===== src/rtl/sntrup757_pkg.sv =====
// rtl/sntrup757_pkg.sv - shared constants, state type and ternary codes for the sntrup757 polynomial blocks
package sntrup757_pkg;

  localparam int P      = 757;
  localparam int Q      = 5167;
  localparam int W      = 286;
  localparam int COEF_W = 13;
  localparam int ADDR_W = 10;
  localparam int NBYTES = 190;

  localparam logic [1:0] ENC_NEG  = 2'b00;
  localparam logic [1:0] ENC_ZERO = 2'b01;
  localparam logic [1:0] ENC_POS  = 2'b10;

  typedef enum logic [2:0] {
    ST_IDLE = 3'd0,
    ST_RD   = 3'd1,
    ST_WAIT = 3'd2,
    ST_EMIT = 3'd3,
    ST_DONE = 3'd4
  } state_e;

endpackage


===== src/rtl/small_encode_757_if.sv =====
// rtl/small_encode_757_if.sv - coefficient RAM read port and packed byte stream of the Small_encode packer
interface small_encode_757_if;

  logic                              rd_en;
  logic [sntrup757_pkg::ADDR_W-1:0]  rd_addr;
  logic [sntrup757_pkg::COEF_W-1:0]  rd_data;
  logic [7:0]                        out_data;
  logic                              out_valid;
  logic                              out_ready;

  modport master (
    output rd_en, rd_addr, out_data, out_valid,
    input  rd_data, out_ready
  );

  modport slave (
    input  rd_en, rd_addr, out_data, out_valid,
    output rd_data, out_ready
  );

endinterface


===== src/rtl/small_enc_map.sv =====
// rtl/small_enc_map.sv - maps one 13-bit two's complement coefficient to its 2-bit Small_encode code
module small_enc_map
  import sntrup757_pkg::*;
(
  input  logic [COEF_W-1:0] coef,
  output logic [1:0]        code,
  output logic              illegal
);

  // Anything outside {-1, 0, 1} is encoded as zero and flagged
  always_comb begin
    code    = ENC_ZERO;
    illegal = 1'b0;
    if (coef == COEF_W'(0)) begin
      code = ENC_ZERO;
    end else if (coef == COEF_W'(1)) begin
      code = ENC_POS;
    end else if (coef == {COEF_W{1'b1}}) begin
      code = ENC_NEG;
    end else begin
      illegal = 1'b1;
    end
  end

endmodule


===== src/rtl/small_encode_757.sv =====
// rtl/small_encode_757.sv - packs the 757-coefficient ternary polynomial into 190 Small_encode bytes; SMALL_ENC_WEIGHT_CHECK_EN adds weight_err
module small_encode_757
  import sntrup757_pkg::*;
(
  input  logic                clk,
  input  logic                rst_n,
  input  logic                start,
  input  logic                spoly_done,
  small_encode_757_if.master  bus,
  output logic                busy,
  output logic                done,
  output logic                err
`ifdef SMALL_ENC_WEIGHT_CHECK_EN
  ,
  output logic                weight_err
`endif
);

  state_e              state;
  logic [7:0]          k;
  logic [ADDR_W-1:0]   base;
  logic [1:0]          j;
  logic                cap_valid;
  logic [1:0]          cap_lane;
  logic [7:0]          acc;
  logic [1:0]          code;
  logic                illegal;
  logic                last_byte;
  logic                accept;
  logic                handshake;

  small_enc_map u_map (
    .coef    (bus.rd_data),
    .code    (code),
    .illegal (illegal)
  );

  assign last_byte = (k == 8'(NBYTES - 1));
  assign accept    = (state == ST_IDLE) && start && spoly_done;
  assign handshake = (state == ST_EMIT) && bus.out_ready;

  always_comb begin
    bus.rd_en     = (state == ST_RD);
    bus.rd_addr   = (state == ST_RD) ? (base + {{(ADDR_W-2){1'b0}}, j}) : '0;
    bus.out_valid = (state == ST_EMIT);
    bus.out_data  = (state == ST_EMIT) ? acc : 8'h00;
    busy          = (state != ST_IDLE);
    done          = (state == ST_DONE);
  end

  // Read data lands one cycle after its strobe, so the lane travels with a delayed valid
  always_ff @(posedge clk or negedge rst_n) begin
    if (!rst_n) begin
      state     <= ST_IDLE;
      k         <= 8'd0;
      base      <= '0;
      j         <= 2'd0;
      cap_valid <= 1'b0;
      cap_lane  <= 2'd0;
      acc       <= 8'h00;
      err       <= 1'b0;
    end else begin
      cap_valid <= (state == ST_RD);
      cap_lane  <= j;
      if (cap_valid) begin
        acc[{cap_lane, 1'b0} +: 2] <= code;
        if (illegal) err <= 1'b1;
      end

      case (state)
        ST_IDLE: begin
          if (accept) begin
            state <= ST_RD;
            base  <= '0;
            k     <= 8'd0;
            j     <= 2'd0;
            acc   <= 8'h00;
            err   <= 1'b0;
          end
        end
        ST_RD: begin
          if (j == (last_byte ? 2'd0 : 2'd3)) begin
            state <= ST_WAIT;
            j     <= 2'd0;
          end else begin
            j <= j + 2'd1;
          end
        end
        ST_WAIT: state <= ST_EMIT;
        ST_EMIT: begin
          if (handshake) begin
            if (last_byte) begin
              state <= ST_DONE;
            end else begin
              state <= ST_RD;
              base  <= base + ADDR_W'(4);
              k     <= k + 8'd1;
              acc   <= 8'h00;
            end
          end
        end
        ST_DONE: state <= ST_IDLE;
        default: state <= ST_IDLE;
      endcase
    end
  end

`ifdef SMALL_ENC_WEIGHT_CHECK_EN
  logic [9:0] wcount;

  // Last coefficient is captured during WAIT, so the count is final by the last handshake
  always_ff @(posedge clk or negedge rst_n) begin
    if (!rst_n) begin
      wcount     <= 10'd0;
      weight_err <= 1'b0;
    end else if (accept) begin
      wcount     <= 10'd0;
      weight_err <= 1'b0;
    end else begin
      if (cap_valid && !illegal && (code != ENC_ZERO)) wcount <= wcount + 10'd1;
      if (handshake && last_byte) weight_err <= (wcount != 10'(W));
    end
  end
`endif

endmodule

===== src/flat_wrapper.sv =====
// flat-port wrapper written by rule: the top's interface ports become plain ports
module small_encode_757_flat import sntrup757_pkg::*;
  (clk, rst_n, start, spoly_done, busy, done, err, bus_rd_en, bus_rd_addr, bus_out_data, bus_out_valid, bus_rd_data, bus_out_ready);
  small_encode_757_if bus_i ();
  input  logic clk;
  input  logic rst_n;
  input  logic start;
  input  logic spoly_done;
  output logic busy;
  output logic done;
  output logic err;
  output wire logic [$bits(bus_i.rd_en)-1:0] bus_rd_en;
  output wire logic [$bits(bus_i.rd_addr)-1:0] bus_rd_addr;
  output wire logic [$bits(bus_i.out_data)-1:0] bus_out_data;
  output wire logic [$bits(bus_i.out_valid)-1:0] bus_out_valid;
  input wire logic [$bits(bus_i.rd_data)-1:0] bus_rd_data;
  input wire logic [$bits(bus_i.out_ready)-1:0] bus_out_ready;
  assign bus_rd_en = bus_i.rd_en;
  assign bus_rd_addr = bus_i.rd_addr;
  assign bus_out_data = bus_i.out_data;
  assign bus_out_valid = bus_i.out_valid;
  assign bus_i.rd_data = bus_rd_data;
  assign bus_i.out_ready = bus_out_ready;
  small_encode_757 u_core (.clk(clk), .rst_n(rst_n), .start(start), .spoly_done(spoly_done), .bus(bus_i), .busy(busy), .done(done), .err(err));
endmodule

===== config.mk =====
export PLATFORM = sky130hd
export DESIGN_NAME = small_encode_757_flat
export DESIGN_NICKNAME = d
export VERILOG_FILES = /design/src/rtl/sntrup757_pkg.sv /design/src/rtl/small_encode_757_if.sv /design/src/rtl/small_enc_map.sv /design/src/rtl/small_encode_757.sv /design/src/flat_wrapper.sv
export SDC_FILE = /design/constraint.sdc
export NUM_CORES = 1
export LEC_CHECK = 0
export BUFFER_PORTS_ARGS = -buffer_cell sky130_fd_sc_hd__buf_2
export CAP_MARGIN = 10
export CORE_UTILIZATION = 51
export CTS_BUF_LIST = sky130_fd_sc_hd__clkbuf_4 sky130_fd_sc_hd__clkbuf_8
export DETAILED_ROUTE_END_ITERATION = 6
export PLACE_DENSITY = 0.78
export SETUP_SLACK_MARGIN = 0.1
export SLEW_MARGIN = 20
export SYNTH_ARGS = -nofsm -noshare
export SYNTH_HDL_FRONTEND = slang
export SYNTH_SLANG_ARGS = --single-unit
export TNS_END_PERCENT = 30

===== constraint.sdc =====
create_clock -name clk -period 1.65 [get_ports clk]
set_clock_uncertainty 0.05 [all_clocks]
set_input_delay 0.0825 -clock clk [delete_from_list [all_inputs] [get_ports clk]]
set_output_delay 0.0825 -clock clk [all_outputs]
set_load 0.02 [all_outputs]

==> reports/results.ini, run 1 <==
[status]
status = finished with violations
violations = setup timing

[placement]
dp_slack_ns = -0.135
portBuffers = 40
gp_congestion = 0.928
dp.cells = 330
dp_hpwl_um = 3970
place_area_um2 = 2460

[timing]
finalWorstSetupSlack_ns = -0.152
period_minus_slack_ns = 1.80
slew_headroom = 0.712
rsz0062_at_grt = yes
drv_slew = 0
worst_pin_slew_ns = 0.431
tns_ns = -1.71
max_freq_ghz = 0.555
finalHoldViolCount = 0
finalCritPeriodShare = 1.09
setup-violations-final = 32

[route]
vias = 2198
ant_nets = 0
routed_wl_um = 7040
drt_pass1_iterations = 4
vias_per_cell = 6.23
drtIter0Drc = 169
drt-wirelength-per-cell_um = 19.9
drcViolationCount = 0

[clock_tree]
clock_latency_ns = 0.30
clock-sinks = 33
clockRootBuffer = clkbuf_8
clock_path_buffers = 2
cts_buffers = 5
cts_tree = yes
htreeDepth = 2
clk_pin_slew_ns = 0.07

[final_layout]
finalNetCount = 330
layout_common_cells = buf_4, buf_6, dfrtp_1
drive_gt1_frac = 0.534
fill_cells = 188
fin_cells = 353
diodes = 0
final_common_cell = buf_4
regArea_um2 = 830
multi_input_area_um2 = 1390
fin_area_um2 = 3150
synthToLayoutAreaGrowth_pct = 57.6

[floorplanning]
die_w_um = 64.6
dieArea_um2 = 4170
start_util = 0.537
num_rows = 22
core-area_um2 = 3720
ios = 41
die_y_um = 64.6

[hold_path]
hold_class = in -> reg

[critical_path]
cp_slowest_cell = dfrtp_2
crit_buf_inv = 1
crit_path_max_incr_delay_ns = 0.45
arrival_ns = 1.91
crit_chain = and4bb_2, buf_6, nor2_1, o41ai_1, a21oi_1
worst-path-stages = 5
path_max_fanout = 5
crit_required_ns = 1.76
r2r_slack_ns = -0.15
startpoint = u_core.state[1]$_DFFE_PN0P_
start_kind = flip-flop
critPathCaptureType = flip-flop
r2r-end = u_core.k[6]$_DFFE_PN0P_
path_class = reg -> reg
critical_path.endpoint = u_core.k[6]$_DFFE_PN0P_
rr_worst_depth = 5
critPathTopFamily = compound AO/OA/AOI/OAI gates
r2r-start = u_core.state[1]$_DFFE_PN0P_

[grt]
grt_antenna_before_repair = 0
grt_max_degree = 34
grt_pass1_vias = 2047
grt_pass1_wl_um = 9740
grt_overflow = 0
grt_use_total = 0.317

[synthesis]
yosys_warnings = 0
netlist_area_um2 = 2000
synth_edf_count = 0
synth_cell_types = 43
syn_area_per_cell_um2 = 9.07
synth_area_leaders = dfrtp_1, ha_1, and3_1
synth_seq_area_share = 0.414
synthFlopType = dfrtp_1
yosysTopAreaCellShare = 0.414
synthCells = 220
synth_top_area_cell = dfrtp_1
ys_async_sr_fraction = 1.00
syn-num-nets = 246
ys_ff_latch = 33

[power_and_ir_drop]
ir_drop_mv = 0.724
power.density_nw_per_um2 = 1230
cellLeakagePower_nw = 1.39

[job]
cap_violations = 0

## synth_stat cells (2+ instances only)
| library cell | count |
|---|---|
| clkbuf_1 | 6 |
| a22oi_1 | 4 |
| or4_1 | 7 |
| and4_1 | 3 |
| o211ai_1 | 4 |
| nand4_1 | 6 |
| o21ai_0 | 9 |
| inv_1 | 7 |
| a21oi_1 | 18 |
| nor4_1 | 6 |
| buf_6 | 2 |
| and2_1 | 8 |
| nand3b_1 | 7 |
| o31ai_1 | 5 |
| o21ai_1 | 2 |
| buf_2 | 2 |
| nand2_1 | 18 |
| dfrtp_1 | 33 |
| ha_1 | 8 |
| o41ai_1 | 2 |
| nor3_1 | 3 |
| buf_4 | 2 |
| and3_1 | 15 |
| or3_1 | 4 |
| nand2b_1 | 2 |
| o2111ai_1 | 2 |
| nand3_1 | 9 |
| nor2_1 | 11 |
## where the power goes
| group | internal [mW] | leakage (nW) | switching (mW) |
|---|---|---|---|
| sequential | 0.978 | 0.435 | 0.172 |
| combinational | 0.954 | 0.907 | 1.15 |
| clock | 0.308 | 0.0484 | 0.313 |
| total | 2.24 | 1.39 | 1.64 |
## cells by family after synthesis
| logic type | share of synthesized area |
|---|---|
| simple gates | 0.327 |
| flops | 0.414 |
| mux | 0.00502 |
| buf+inv | 0.0483 |
| compound gates | 0.155 |
| fa+ha+maj | 0.0502 |
## worst reg2reg max path, cell delays in order, from the launching register on
cell and delay (ns):
dfrtp_2 0.45, and4bb_2 0.37, buf_6 0.15, nor2_1 0.08
o41ai_1 0.43, a21oi_1 0.14
## layer usage
metal / up-vias / global-route usage / share of wire
met1: 1068 / 0.359 / 0.39
met3: 27 / 0.0827 / 0.052
met4: 0 / 0.172 / 0.040
met5: - / 0 / 0
li1: 1005 / - / -
met2: 98 / 0.542 / 0.52
## sequential cells by signal, summed over array words and instances, names as in the netlist
| signal | flops |
|---|---|
| u_core.cap_lane | 2 |
| u_core.acc | 8 |
| u_core.k | 8 |
| u_core.err | 1 |
| u_core.base | 8 |
| u_core.state | 3 |
| u_core.j | 2 |
| u_core.cap_valid | 1 |
## how the worst min path moves through the flow
stage / from / end / depth (start not counted)
after floorplan: rst_n / u_core.acc[0]$_DFF_PN0_ / 0
after CTS: bus_out_ready / u_core.state[1]$_DFFE_PN0P_ / 3
after detailed placement: rst_n / u_core.acc[6]$_DFF_PN0_ / 2
after global placement: rst_n / u_core.acc[2]$_DFF_PN0_ / 2
after global routing: bus_out_ready / u_core.state[1]$_DFFE_PN0P_ / 3
final: bus_out_ready / u_core.state[1]$_DFFE_PN0P_ / 3
## metrics by stage
| stage | power (mW) | util | hold slack (ns) |
|---|---|---|---|
| 2_1_floorplan | 1.90 | - | -0.263 |
| 3_3_place_gp | 2.45 | 0.661 | 0.0819 |
| 3_5_place_dp | 2.50 | 0.661 | 0.0869 |
| 4_1_cts | 3.39 | 0.759 | 0.0767 |
| 5_1_grt | 4.07 | 0.846 | 0.0907 |
| 6_report | 3.88 | 0.846 | 0.0824 |
## layout make-up
class,count,area share
repair buffers,89,0.238
clock buffers,6,0.0243
well taps,48,0.0191
flip-flops and latches,33,0.264
clock inverters,2,0.00318
multi-input cells,168,0.441
inverters,7,0.0111
## timing repair
item | 4_1_cts | 5_1_grt
pin swaps | 9 | 27
gates resized for setup | 68 | 66
buffers inserted | 6 | 6
hold endpoints to repair | 33 | 0
setup endpoints to repair | 48 | 51
cloned | 1 | 1
hold buffers | 1 | 0
No activity file was read; power rests on OpenSTA's default activity.
==> run 2: changes to the inputs <==
CORE_UTILIZATION = 55   (was 51)
PLACE_DENSITY = 0.8   (was 0.78)
clock period = 1.8 ns   (was 1.65 ns; I/O delays follow)
==> run 2 against run 1 <==
  * Non-clock buffer count fell by 21
  * Die area shrank 7.1%
  * The run now ends clean
  * Sequential cell count unchanged
  * Fmax grew 3.2%
  * Total power down 22%
  * Sequential share of layout area rose by 5.5 points
  * Cell count fell by 6.8%
  * Largest cell class unchanged
  * Worst setup slack improved by 0.21 ns
  * Worst hold slack lost 0.041 ns
  * First-iteration DRC count decreased by 20%
  * Critical path depth is 2 higher
  * Register-to-register slack gained 0.21 ns
==> reports/results.ini, run 2 (same netlist as run 1, synthesis figures left out) <==
[status]
status = finished, final reports clean

[critical_path]
crit_chain = inv_1, ha_2, nand3b_1, nor3_2, buf_4, or4b_4, a21oi_2
critPathTopFamily = simple AND/OR/NAND/NOR gates
arrival_ns = 1.96
critPathCaptureType = flip-flop
crit_required_ns = 2.02
cp_slowest_cell = or4b_4
r2r-start = u_core.k[1]$_DFFE_PN0P_
critical_path.endpoint = u_core.k[6]$_DFFE_PN0P_
rr_worst_depth = 7
path_class = reg -> reg
startpoint = u_core.k[1]$_DFFE_PN0P_
worst-path-stages = 7
start_kind = flip-flop
r2r_slack_ns = 0.05
crit_buf_inv = 2
r2r-end = u_core.k[6]$_DFFE_PN0P_
path_max_fanout = 5
crit_path_max_incr_delay_ns = 0.49

[route]
drcViolationCount = 0
drt-wirelength-per-cell_um = 16.9
drt_pass1_iterations = 4
vias = 2026
vias_per_cell = 6.16
ant_nets = 0
routed_wl_um = 5560
drtIter0Drc = 135

[final_layout]
post-route-util = 0.763
final_common_cell = buf_2
synthToLayoutAreaGrowth_pct = 30.5
fin_area_um2 = 2610
finalNetCount = 309
drive_gt1_frac = 0.378
reg_top3 = u_core.acc x8, u_core.base x8, u_core.k x8
diodes = 0
layout_common_cells = buf_2, dfrtp_1, buf_4

[grt]
grt_use_total = 0.274
grt_overflow = 0
grt_antenna_before_repair = 0
grt_pass1_wl_um = 8260
grt_pass1_vias = 1818
grt_max_degree = 34

[timing]
finalHoldViolCount = 0
setup-violations-final = 0
slew_headroom = 0.492
period_minus_slack_ns = 1.75
rsz0062_at_grt = yes
drv_slew = 0
finalCritPeriodShare = 0.970
max_freq_ghz = 0.573
worst_pin_slew_ns = 0.763

[clock_tree]
htreeDepth = 2
clock-sinks = 33
clock_latency_ns = 0.35
clk_pin_slew_ns = 0.10
cts_buffers = 5
clock_path_buffers = 2
clockRootBuffer = clkbuf_4
cts_tree = yes

[power_and_ir_drop]
ir_drop_mv = 0.495
total_power_mw = 3.01
cellLeakagePower_nw = 1.23
power.density_nw_per_um2 = 1160

[placement]
place_area_um2 = 2280
gp_congestion = 0.923
dp_hpwl_um = 3470
portBuffers = 40

[hold_path]
hold_class = in -> reg

[floorplanning]
num_rows = 21
core-area_um2 = 3420
ios = 41
dieArea_um2 = 3870
start_util = 0.584
die_w_um = 62.2
die_y_um = 62.2

[job]
cap_violations = 0

==> run 2: changes by cell type in the layout (fill, tap and decap cells not counted), moves of 8 or more <==
cell     previous run  this run
buf_6              30         3
and3_1              6        15
buf_4              38        24
o21ai_0             1         9
and3_4              9         0
buf_2              19        40
==> run 2: metal layers <==
metal	track usage	part of all wire	vias to the layer above
met1	0.334	0.40	967
met3	0.0570	0.063	19
li1	-	-	954
met2	0.459	0.50	86
met4	0.137	0.029	0
met5	0	0	-
==> run 2: repair_timing <==
action                                  4_1_cts  5_1_grt
setup buffers                                 2       12
endpoints found under the hold margin        33        0
pin swaps                                     7        7
hold buffers                                  1        0
endpoints found under the setup margin       42       40
gates resized for setup                      16       20
==> run 2: final cells by class <==
cell class / count / area, µm²
Multi-Input combinational cell: 168 / 1200
Fill cell: 222 / 811
Timing Repair Buffer: 68 / 424
Sequential cell: 33 / 830
Clock buffer: 7 / 58.8
Inverter: 7 / 30.0
Tap cell: 46 / 57.6
==> run 2: per-stage QoR <==
stage	hold WS (ns)	setup slack (ns)	instances	TNS, ns
finish	0.0416	0.0541	329	0
global route	0.0276	-0.000671	329	-0.000671
CTS	0.0410	0.0192	317	0
detailed placement	0.151	-0.00354	307	-0.00354
global placement	0.138	0.0420	307	0
floorplan	-0.256	0.148	220	0
==> run 2: power breakdown <==
part	leakage, nW	switching [mW]	total, mW	internal (mW)
Clock	0.0348	0.251	0.450	0.199
Sequential	0.436	0.189	1.09	0.897
Combinational	0.755	0.853	1.47	0.620
==> run 2: worst reg2reg max path: cells and delay by family (launching register included) <==
family / cells / cell delay, ns
DFF: 1 / 0.35
AOI/OAI and AO/OA: 1 / 0.14
and+or+nand+nor: 3 / 0.76
buffers and inverters: 2 / 0.21
adders and majority gates: 1 / 0.17
==> run 2: how the worst min path moves through the flow <==
stage | slack (ns) | to | from | cells after the start
after floorplan | -0.26 | u_core.acc[0]$_DFF_PN0_ | rst_n | 0
after global placement | 0.14 | u_core.base[7]$_DFFE_PN0P_ | rst_n | 1
after detailed placement | 0.15 | u_core.base[8]$_DFFE_PN0P_ | rst_n | 1
after CTS | 0.04 | u_core.state[2]$_DFFE_PN0P_ | bus_out_ready | 3
after global routing | 0.03 | u_core.state[2]$_DFFE_PN0P_ | bus_out_ready | 3
final | 0.04 | u_core.state[2]$_DFFE_PN0P_ | bus_out_ready | 3
==> run 3: changes to the inputs <==
SETUP_SLACK_MARGIN = 0.5   (was 0.1)
==> run 3 against run 2 <==
  * The run now ends with setup timing left
  * Non-clock buffer count up 17
  * Cell count grew 5.5%
  * Core utilization increased by 14 points
  * Fmax down 10%
  * First-iteration DRC count up 130%
  * Cell area rose by 18%
  * Die area unchanged
  * Critical path type unchanged
  * Largest cell class unchanged
==> reports/results.ini, run 3 (same netlist as run 1, synthesis figures left out) <==
[critical_path]
start_kind = flip-flop
arrival_ns = 2.13
critPathCaptureType = flip-flop
crit_required_ns = 1.98
path_class = reg -> reg
path_max_fanout = 2

[power_and_ir_drop]
clkPwrFrac = 0.169
switching_share = 0.418
internal-power_mw = 2.10
ir_drop_mv = 0.861
power.density_nw_per_um2 = 1170
cellLeakagePower_nw = 1.37
power_switching_mw = 1.51
power_frac_comb = 0.538
seqPwrFrac = 0.294

[hold_path]
hold_class = in -> reg

[final_layout]
diodes = 0
reg_top3 = u_core.acc x8, u_core.base x8, u_core.k x8
layout_common_cells = dfrtp_1, buf_4, buf_6
final_common_cell = dfrtp_1
drive_gt1_frac = 0.532
post-route-util = 0.901
synthToLayoutAreaGrowth_pct = 54.2
fill_cells = 135
finalNetCount = 326

[grt]
grt_pass1_wl_um = 8920
gr-usage-met2 = 0.505
grt_antenna_before_repair = 0
use_met3 = 0.0551
use_met1 = 0.353
grt_max_degree = 34
grt_use_total = 0.294
grt_pass1_vias = 1966
busiest_layer = met2
grt_overflow = 0

[route]
ant_nets = 0
routed_wl_um = 7650
vias = 2338
drcViolationCount = 0
drt_pass1_iterations = 6
vias_per_cell = 6.74
drtIter0Drc = 313
drt-wirelength-per-cell_um = 22.1

[floorplanning]
dieArea_um2 = 3870
die_w_um = 62.2
ios = 41
start_util = 0.584
core-area_um2 = 3420
num_rows = 21
die_y_um = 62.2

[placement]
dp_hpwl_um = 3470
portBuffers = 40
gp_congestion = 0.868

[status]
status = finished with violations
violations = setup timing

[clock_tree]
cts_buffers = 5
cts_tree = yes
clock_latency_ns = 0.36
clock-sinks = 33
clock_path_buffers = 2
clk_pin_slew_ns = 0.10
clockRootBuffer = clkbuf_4
htreeDepth = 2

[timing]
drv_slew = 0
finalCritPeriodShare = 1.08
finalWorstSetupSlack_ns = -0.150
rsz0062_at_grt = yes
finalHoldViolCount = 0
worst_pin_slew_ns = 0.755
whs_ns = 0.0226
period_minus_slack_ns = 1.95
max_freq_ghz = 0.513
setup-violations-final = 33
slew_headroom = 0.497

[job]
cap_violations = 0

-- run 3: cell types whose count changed in the layout (fill, tap and decap cells not counted), sizes merged --
| cell | previous run | this run |
|---|---|---|
| bufinv | 0 | 1 |
| clkbuf | 7 | 8 |
| buf | 67 | 83 |
-- run 3: worst paths after layout --
kind | slack, ns | to | startpoint | cells after the start
max in group asynchronous | 0.88 | u_core.state[1]$_DFFE_PN0P_ | rst_n | 2
min | 0.02 | u_core.state[2]$_DFFE_PN0P_ | bus_out_ready | 3
min in group asynchronous | 0.27 | u_core.acc[2]$_DFF_PN0_ | rst_n | 2
min reg2reg | 0.46 | u_core.err$_DFF_PN0_ | u_core.err$_DFF_PN0_ | 2
max reg2reg | -0.15 | u_core.state[0]$_DFFE_PN0P_ | u_core.k[1]$_DFFE_PN0P_ | 6
max | -0.15 | u_core.state[0]$_DFFE_PN0P_ | u_core.k[1]$_DFFE_PN0P_ | 6
-- run 3: final cells by class --
class	instances	area, µm²	area share
clock inverter	1	30.0	0.00976
sequential	33	828	0.269
clock buffer	7	58.8	0.0191
tap	46	57.6	0.0187
timing repair buffer	85	707	0.230
multi-input combinational	168	1360	0.443
inverter	7	32.5	0.0106
-- run 3: metal layers --
layer	vias to the layer above	wire (µm)
met5	-	0
met4	0	490
met3	53	632
met2	184	3710
met1	1113	2820
li1	988	-
-- run 3: repair_timing --
action                                  CTS  global route
setup buffers                            14             9
pin swaps                                 7            36
resized for setup                        31            83
gates cloned                              2             1
endpoints found under the setup margin   53            52
endpoints found under the hold margin    33             0
hold buffers                              1             0
-- run 3: worst max-delay path, cell delays in order (launching register included) --
cell	delay [ns]
dfrtp_1	0.43
inv_2	0.08
ha_4	0.13
nand3b_1	0.17
or4_4	0.60
a311oi_2	0.30
nor3_2	0.07
-- run 3: power groups by stage --
stage / Combinational, mW / Sequential (mW) / Clock [mW]
global placement: 1.09 / 1.03 / 0
CTS: 1.40 / 1.02 / 0.605
finish: 1.94 / 1.06 / 0.609
global route: 2.04 / 1.08 / 0.644
detailed placement: 1.12 / 1.04 / 0
floorplan: 0.747 / 1.02 / 0
-- run 3: stage by stage --
stage                     setup TNS, ns  instances  area, µm²  total power, mW  setup slack (ns)
after floorplan                       0        220       2030             1.77             0.201
after global placement                0        312       2340             2.13            0.0993
after detailed placement              0        312       2340             2.16            0.0244
after CTS                             0        337       2650             3.03            0.0859
after global routing              -3.88        347       3080             3.76            -0.182
final                             -2.35        347       3080             3.61            -0.150
